--- src/rtl/ysyx_24090010_trap_seq.sv ---
// Trap sequencer. Takes one trap-class op from EXU, replays the architectural
// CSR side effects (mepc, mcause, mstatus) one write per cycle, then offers a
// redirect PC to IFU. ebreak parks the block in a sticky halt until reset.
module ysyx_24090010_trap_seq #(
    parameter logic [31:0] CAUSE_ECALL   = 32'd11,
    parameter logic [31:0] CAUSE_ILLEGAL = 32'd2,
    parameter logic [1:0]  MPP_FIXED     = 2'b11
) (
    input  logic        clk,
    input  logic        rst,
    input  logic        in_valid,
    output logic        in_ready,
    input  logic [2:0]  in_op,
    input  logic [31:0] in_pc,
    input  logic [31:0] mtvec,
    input  logic [31:0] mepc,
    input  logic [31:0] mstatus,
    output logic        csr_wen,
    output logic [1:0]  csr_sel,
    output logic [31:0] csr_wdata,
    output logic        redir_valid,
    output logic [31:0] redir_pc,
    input  logic        redir_ready,
    output logic        halt,
    output logic [31:0] trap_cnt
);

    localparam logic [2:0] OP_ECALL   = 3'd1;
    localparam logic [2:0] OP_MRET    = 3'd2;
    localparam logic [2:0] OP_EBREAK  = 3'd3;
    localparam logic [2:0] OP_ILLEGAL = 3'd4;

    localparam logic [1:0] SEL_MEPC    = 2'b00;
    localparam logic [1:0] SEL_MCAUSE  = 2'b01;
    localparam logic [1:0] SEL_MSTATUS = 2'b10;

    typedef enum logic [2:0] {
        IDLE,
        W_MEPC,
        W_MCAUSE,
        W_MSTATUS,
        REDIR,
        HALT
    } state_t;

    state_t      state_q;
    logic        mret_q;
    logic [31:0] pc_s_q, tvec_s_q, epc_s_q, st_s_q, cause_s_q;
    logic        csr_wen_q, redir_valid_q, halt_q;
    logic [1:0]  csr_sel_q;
    logic [31:0] csr_wdata_q, redir_pc_q, trap_cnt_q;

    logic        accept;
    logic [31:0] cause_d;

    // mstatus image for trap entry: stash MIE into MPIE, disable MIE, force MPP
    function automatic logic [31:0] st_entry(input logic [31:0] st);
        logic [31:0] r;
        r        = st;
        r[7]     = st[3];
        r[3]     = 1'b0;
        r[12:11] = MPP_FIXED;
        return r;
    endfunction

    // mstatus image for mret: restore MIE from MPIE, set MPIE, force MPP
    function automatic logic [31:0] st_mret(input logic [31:0] st);
        logic [31:0] r;
        r        = st;
        r[3]     = st[7];
        r[7]     = 1'b1;
        r[12:11] = MPP_FIXED;
        return r;
    endfunction

    assign in_ready = (state_q == IDLE);
    assign accept   = in_valid & in_ready;

    // Cause code captured alongside the other snapshots at accept time
    always_comb begin
        cause_d = 32'd0;
        if (in_op == OP_ECALL)   cause_d = CAUSE_ECALL;
        if (in_op == OP_ILLEGAL) cause_d = CAUSE_ILLEGAL;
    end

    // Sequencer FSM; every output is loaded with the value for the state being entered
    always_ff @(posedge clk) begin
        if (rst) begin
            state_q       <= IDLE;
            mret_q        <= 1'b0;
            pc_s_q        <= '0;
            tvec_s_q      <= '0;
            epc_s_q       <= '0;
            st_s_q        <= '0;
            cause_s_q     <= '0;
            csr_wen_q     <= 1'b0;
            csr_sel_q     <= '0;
            csr_wdata_q   <= '0;
            redir_valid_q <= 1'b0;
            redir_pc_q    <= '0;
            halt_q        <= 1'b0;
            trap_cnt_q    <= '0;
        end else begin
            csr_wen_q <= 1'b0;
            unique case (state_q)
                IDLE: begin
                    if (accept) begin
                        pc_s_q    <= in_pc;
                        tvec_s_q  <= mtvec;
                        epc_s_q   <= mepc;
                        st_s_q    <= mstatus;
                        cause_s_q <= cause_d;
                        case (in_op)
                            OP_ECALL, OP_ILLEGAL: begin
                                state_q     <= W_MEPC;
                                mret_q      <= 1'b0;
                                csr_wen_q   <= 1'b1;
                                csr_sel_q   <= SEL_MEPC;
                                csr_wdata_q <= in_pc;
                            end
                            OP_MRET: begin
                                state_q     <= W_MSTATUS;
                                mret_q      <= 1'b1;
                                csr_wen_q   <= 1'b1;
                                csr_sel_q   <= SEL_MSTATUS;
                                csr_wdata_q <= st_mret(mstatus);
                            end
                            OP_EBREAK: begin
                                state_q <= HALT;
                                halt_q  <= 1'b1;
                            end
                            default: ;
                        endcase
                    end
                end
                W_MEPC: begin
                    state_q     <= W_MCAUSE;
                    csr_wen_q   <= 1'b1;
                    csr_sel_q   <= SEL_MCAUSE;
                    csr_wdata_q <= cause_s_q;
                end
                W_MCAUSE: begin
                    state_q     <= W_MSTATUS;
                    csr_wen_q   <= 1'b1;
                    csr_sel_q   <= SEL_MSTATUS;
                    csr_wdata_q <= st_entry(st_s_q);
                end
                W_MSTATUS: begin
                    state_q       <= REDIR;
                    redir_valid_q <= 1'b1;
                    redir_pc_q    <= mret_q ? {epc_s_q[31:2], 2'b00}
                                            : {tvec_s_q[31:2], 2'b00};
                end
                REDIR: begin
                    if (redir_ready) begin
                        state_q       <= IDLE;
                        redir_valid_q <= 1'b0;
                        if (!mret_q) trap_cnt_q <= trap_cnt_q + 32'd1;
                    end
                end
                HALT: ;
                default: state_q <= IDLE;
            endcase
        end
    end

    assign csr_wen     = csr_wen_q;
    assign csr_sel     = csr_sel_q;
    assign csr_wdata   = csr_wdata_q;
    assign redir_valid = redir_valid_q;
    assign redir_pc    = redir_pc_q;
    assign halt        = halt_q;
    assign trap_cnt    = trap_cnt_q;

endmodule

--- config.mk ---
export PLATFORM = sky130hd
export DESIGN_NAME = ysyx_24090010_trap_seq
export DESIGN_NICKNAME = d
export VERILOG_FILES = /design/src/rtl/ysyx_24090010_trap_seq.sv
export SDC_FILE = /design/constraint.sdc
export NUM_CORES = 1
export LEC_CHECK = 0
export ABC_CLOCK_PERIOD_IN_PS = 3000
export BUFFER_PORTS_ARGS = -buffer_cell sky130_fd_sc_hd__buf_2
export CORE_ASPECT_RATIO = 0.75
export CORE_MARGIN = 2
export CORE_UTILIZATION = 56
export DETAILED_ROUTE_END_ITERATION = 10
export PLACE_DENSITY = 0.9
export SETUP_SLACK_MARGIN = 0.15
export SLEW_MARGIN = 20
export SYNTH_ARGS = -nofsm -noshare
export SYNTH_HDL_FRONTEND = slang
export SYNTH_SLANG_ARGS = --single-unit
--- constraint.sdc ---
create_clock -name clk -period 3 [get_ports clk]
set_input_delay 0.15 -clock clk [delete_from_list [all_inputs] [get_ports clk]]
set_output_delay 0.15 -clock clk [all_outputs]
set_load 0.02 [all_outputs]
**After elaboration in Yosys (flattened, before gate mapping)**

Index checks and enable logic that the tools add are counted.
W data, S select, Z words.

- Bits in registers: 233
- Logic and storage cells: 63
- Bits of input ports: 135
- Output and inout bits: 102

- Reductions and logical operators: 14
- Muxes and demuxes: 19
- Bitwise operators: 3
- Add/sub/neg operators: 1
- Equality and inequality tests: 13

Operators with widths:

| operator | count |
|---|---|
| $mux W32 | 3 |
| $pmux W32 S3 | 1 |
| $pmux W32 S2 | 1 |
| $add A32 B1 Y32 const B | 1 |
| $pmux W3 S6 | 1 |
| $eq A3 B2 Y1 const B | 4 |
| $reduce_and A3 Y1 | 4 |
| $eq A3 B3 Y1 const B | 3 |
| $pmux W3 S3 | 1 |
| $eq A3 B1 Y1 const B | 2 |
| $mux W3 | 2 |
| $pmux W1 S2 | 3 |
| $pmux W2 S3 | 1 |
| $mux W4 | 1 |
| $ne A4 B1 Y1 const B | 1 |
| $pmux W2 S2 | 1 |
| $reduce_and A2 Y1 | 2 |
| $reduce_and A4 Y1 | 1 |
| $reduce_bool A2 Y1 | 2 |
| $reduce_or A2 Y1 | 2 |
| $logic_not A3 Y1 | 1 |
| $mux W1 | 3 |
| $ne A3 B1 Y1 const B | 1 |
| $reduce_bool A3 Y1 | 1 |
| 6 further kinds | 7 |

**Logic depth before layout (Yosys ltp)**

- Word-level depth: 5
- Gate-level depth with buffers: 8
- Mapped depth without buffers: 5

**Worst setup path before layout**

No wires, ideal clock.

- Path kind: register -> register
- From: register trap_cnt_q[6] (netlist: trap_cnt[6])
- To: register trap_cnt_q[28] (netlist: trap_cnt[28])
- Setup slack: 0.871 ns
- Clock period less this slack: 2.129 ns
- Stages on the path, launching flop included: 7
- Arrival: 2.058 ns
- Required time: 2.930 ns
- Cells stage by stage: dfxtp_1 -> nand4_2 -> or4_4 -> buf_6 -> buf_6 -> or4_1 -> a21oi_1

- Longest elaborated chain between the ends: 1

Ends and longest elaborated chain:

| item | RTL line | RTL |
|---|---|---|
| start, declared | 51 | `logic [31:0] csr_wdata_q, redir_pc_q, trap_cnt_q;` |
| start signal, assigned | 158 | `if (!mret_q) trap_cnt_q <= trap_cnt_q + 32'd1;` |
| $add A32 B1 Y32 | 158 |  |

No other way between the ends.
A chain may end at the register's enable or synchronous reset.

**Final worst setup path**

- From: register state_q[2]
- To: register csr_wdata_q[27] (netlist: csr_wdata[27])

- Longest elaborated chain between the ends: 4
- Elaborated cells on any way between the ends: 9
- Classes of those cells: eq/ne: 4; mux: 1; bitwise: 1; reduce/logical: 3

Ends and longest elaborated chain:

| item | RTL line | RTL |
|---|---|---|
| start, declared | 46 | `state_t state_q;` |
| start signal, assigned | 89 | `state_q <= IDLE;` |
| start signal, assigned | 115 | `state_q <= W_MEPC;` |
| start signal, assigned | 122 | `state_q <= W_MSTATUS;` |
| $logic_not A3 Y1 | 76, 105 |  |
| $and A1 B1 Y1 | 77 | `assign accept = in_valid & in_ready;` |
| $ne A2 B1 Y1 (no source line) | n/a |  |
| $reduce_and A3 Y1 (no source line) | n/a |  |
| end signal, assigned | 119 | `csr_wdata_q <= in_pc;` |
| end signal, assigned | 126 | `csr_wdata_q <= st_mret(mstatus);` |
| end signal, assigned | 140 | `csr_wdata_q <= cause_s_q;` |
| end, declared | 51 |  |

Several ways; a longest one is shown, not always the timed one.

==> metrics.txt <==
CP required 3290 ps; DRC 0; hpwl dp 14.3 mm; Distinct cells, synth 56; final hold violation count 0; Slew Viols, Final 0; register bit total from synthesis 194; synthesized instance count 974; io pins 237; Max FO, Critical Path 19; Port Buffers 228; fill count 1011; first-pass GRT wire length 40.2 mm; yosys warns 0; Worst EP arrival 2600 ps; layout cells sized above 1 0.256; WHS 55.1 ps; htree depth 4; setup TNS 0 ps; Layout Skew 11.8 ps; root buffer cell clkbuf_16; Worst Hold Path Cells 3; TritonCTS Buffers 17; crit start category flop; cells along the critical path or4b_4 -> o21ai_2 -> buf_4 -> a21oi_1; Storage cell area 3880 um^2; Reg clk slew, reported paths 70 ps; commonest non-fill, non-tap cells in the layout buf_2, dfxtp_1, nand2_1; Post-Syn Area per Cell 8.49 um^2; synthesis-to-finish area growth 32.6%; top_reg_cell synth dfxtp_1; worst setup path class reg -> reg; Seq/Total Area, Yosys 0.470; initial antenna violation count 0; Initial Util 0.572; Max stage delay cell, worst path or4b_4; clock latency on the worst-skew pair 420 ps; Tightest Pin Transition 1060 ps; buffer depth of the longest clock path 2; Routed WL 25.2 mm; sink count of the clock tree 194; final antenna-violating net count 0; Multi-input gate area 4000 um^2; Die H 109 um; crit path time final 2300 ps; post-synthesis async set-or-reset flop share 0; Achievable Freq 0.434 GHz; synthesized cell area 8270 um^2; PostCTS Resize Cnt 0; WL/cell 17.3 um; initial DRC count 539; crit end category flop; max-cap viol count 0; PD cells 558 nW/um^2; largest net degree at the start of global routing 95; DR pass1 iterations 5; Hold Crit Class in -> reg; via count 8513; status completed; total gr overflow 0; Setup Buffers After CTS 0; maximum VDD drop 415 uV; period utilisation layout 0.768; Final #Nets 1375; Register-to-Register Path Depth 4; RSZ-0062 raised after global routing false; Rel. slew slack 0.294; Worst path max stage delay 710 ps; P_leak 4.52 nW; EDFF count, synth 0; CTS tree yes; die area 15800 um^2; site row count 38; number of setup violations in the final report 0; most common cell after layout, fill and taps aside buf_2; GPL Wtd Cong 0.826; Die W 144 um; Core Area 14500 um^2; Via-to-Cell Ratio 5.86; vias in the first global route 8272; Total GRT Usage 0.321; hold-fix buffers at CTS 89
[power breakdown]
group | switching [mW] | total, mW | internal, mW
clock | 1.05 | 2.19 | 1.14
sequential | 0.102 | 2.85 | 2.75
combinational | 0.640 | 1.07 | 0.434
total | 1.79 | 6.12 | 4.33
[worst max-delay path: cells and delay by family, from the launching register on]
kind | cells | cell delay, ps
flops | 1 | 360
compound gates | 2 | 790
simple gates | 1 | 710
buf+inv | 1 | 310
[registers in the layout, indices dropped and copies added, names as in the netlist, 2 cells and up]
register / count
trap_cnt: 32
epc_s_q: 30
redir_pc: 30
tvec_s_q: 30
csr_wdata: 32
state_q: 3
cause_s_q: 2
csr_sel: 2
st_s_q: 29
[Yosys cell counts, types with 3 or more instances]
cell        n  share of area
mux2_2     28          0.038
a221oi_1    3         0.0032
inv_1      12         0.0054
a22oi_1    27          0.025
and4_1      3         0.0032
nor2_1     41          0.019
nor3b_1     6         0.0054
buf_2       8         0.0048
o21ai_0    13         0.0079
mux2i_1    31          0.038
and2_1      3         0.0023
nand3_1    10         0.0061
buf_1       7         0.0032
nand4_1    13         0.0098
o211ai_1    6         0.0054
a211oi_1   31          0.028
a21oi_1   153          0.093
xor2_1      8         0.0085
and3_1      3         0.0023
nand2_1   191          0.087
dfxtp_1   194           0.47
clkbuf_1   73          0.033
or3_1       8         0.0061
o31ai_1    45          0.041
or4_1      17          0.015
[area by class of cell]
| type | instances | share of cell area |
|---|---|---|
| Antenna cell | 1 | 0.000228 |
| Multi-Input combinational cell | 677 | 0.365 |
| Tap cell | 200 | 0.0228 |
| Sequential cell | 194 | 0.354 |
| Inverter | 12 | 0.00411 |
| Timing Repair Buffer | 337 | 0.202 |
| Clock inverter | 13 | 0.0106 |
| Clock buffer | 19 | 0.0413 |
[layer usage]
layer | vias to the layer above | global-route usage | wire length [um] | part of all wire
li1 | 3999 | - | - | -
met1 | 3962 | 0.392 | 10100 | 0.40
met2 | 455 | 0.524 | 11900 | 0.47
met3 | 97 | 0.0913 | 2150 | 0.085
met4 | 0 | 0.158 | 1030 | 0.041
met5 | - | 0 | 0 | 0
[path summary, 6_finish.rpt]
kind                        startpoint                         end  slack (ps)
max reg2reg    state_q[2]$_SDFFE_PP0P_  csr_wdata[27]$_SDFFE_PP0P_         700
min                          in_pc[11]  csr_wdata[11]$_SDFFE_PP0P_          60
min reg2reg  tvec_s_q[18]$_SDFFE_PP0P_   tvec_s_q[18]$_SDFFE_PP0P_         450
max            state_q[2]$_SDFFE_PP0P_  csr_wdata[27]$_SDFFE_PP0P_         700
[per-stage QoR]
step	area, um^2	worst slack [ps]	instances	power [mW]	utilization
floorplan	8270	871	975	3.51	-
global placement	9500	740	1331	3.82	0.657
detailed placement	9500	721	1331	3.85	0.657
CTS	11000	717	1452	6.09	0.758
global route	11000	567	1452	6.37	0.758
finish	11000	695	1453	6.12	0.758
[cells by family after synthesis]
kind of cell / Yosys count / share of synthesized area
AND/OR/NAND/NOR: 314 / 0.176
AO/OA/AOI/OAI: 291 / 0.215
flip-flops: 194 / 0.470
buffers and inverters: 104 / 0.0512
multiplexers: 59 / 0.0757
XOR/XNOR: 10 / 0.0106
adder cells (fa/ha/maj): 1 / 0.00151
other: 1 / 0.000454
Note: power is estimated with default switching activity, not from simulation.
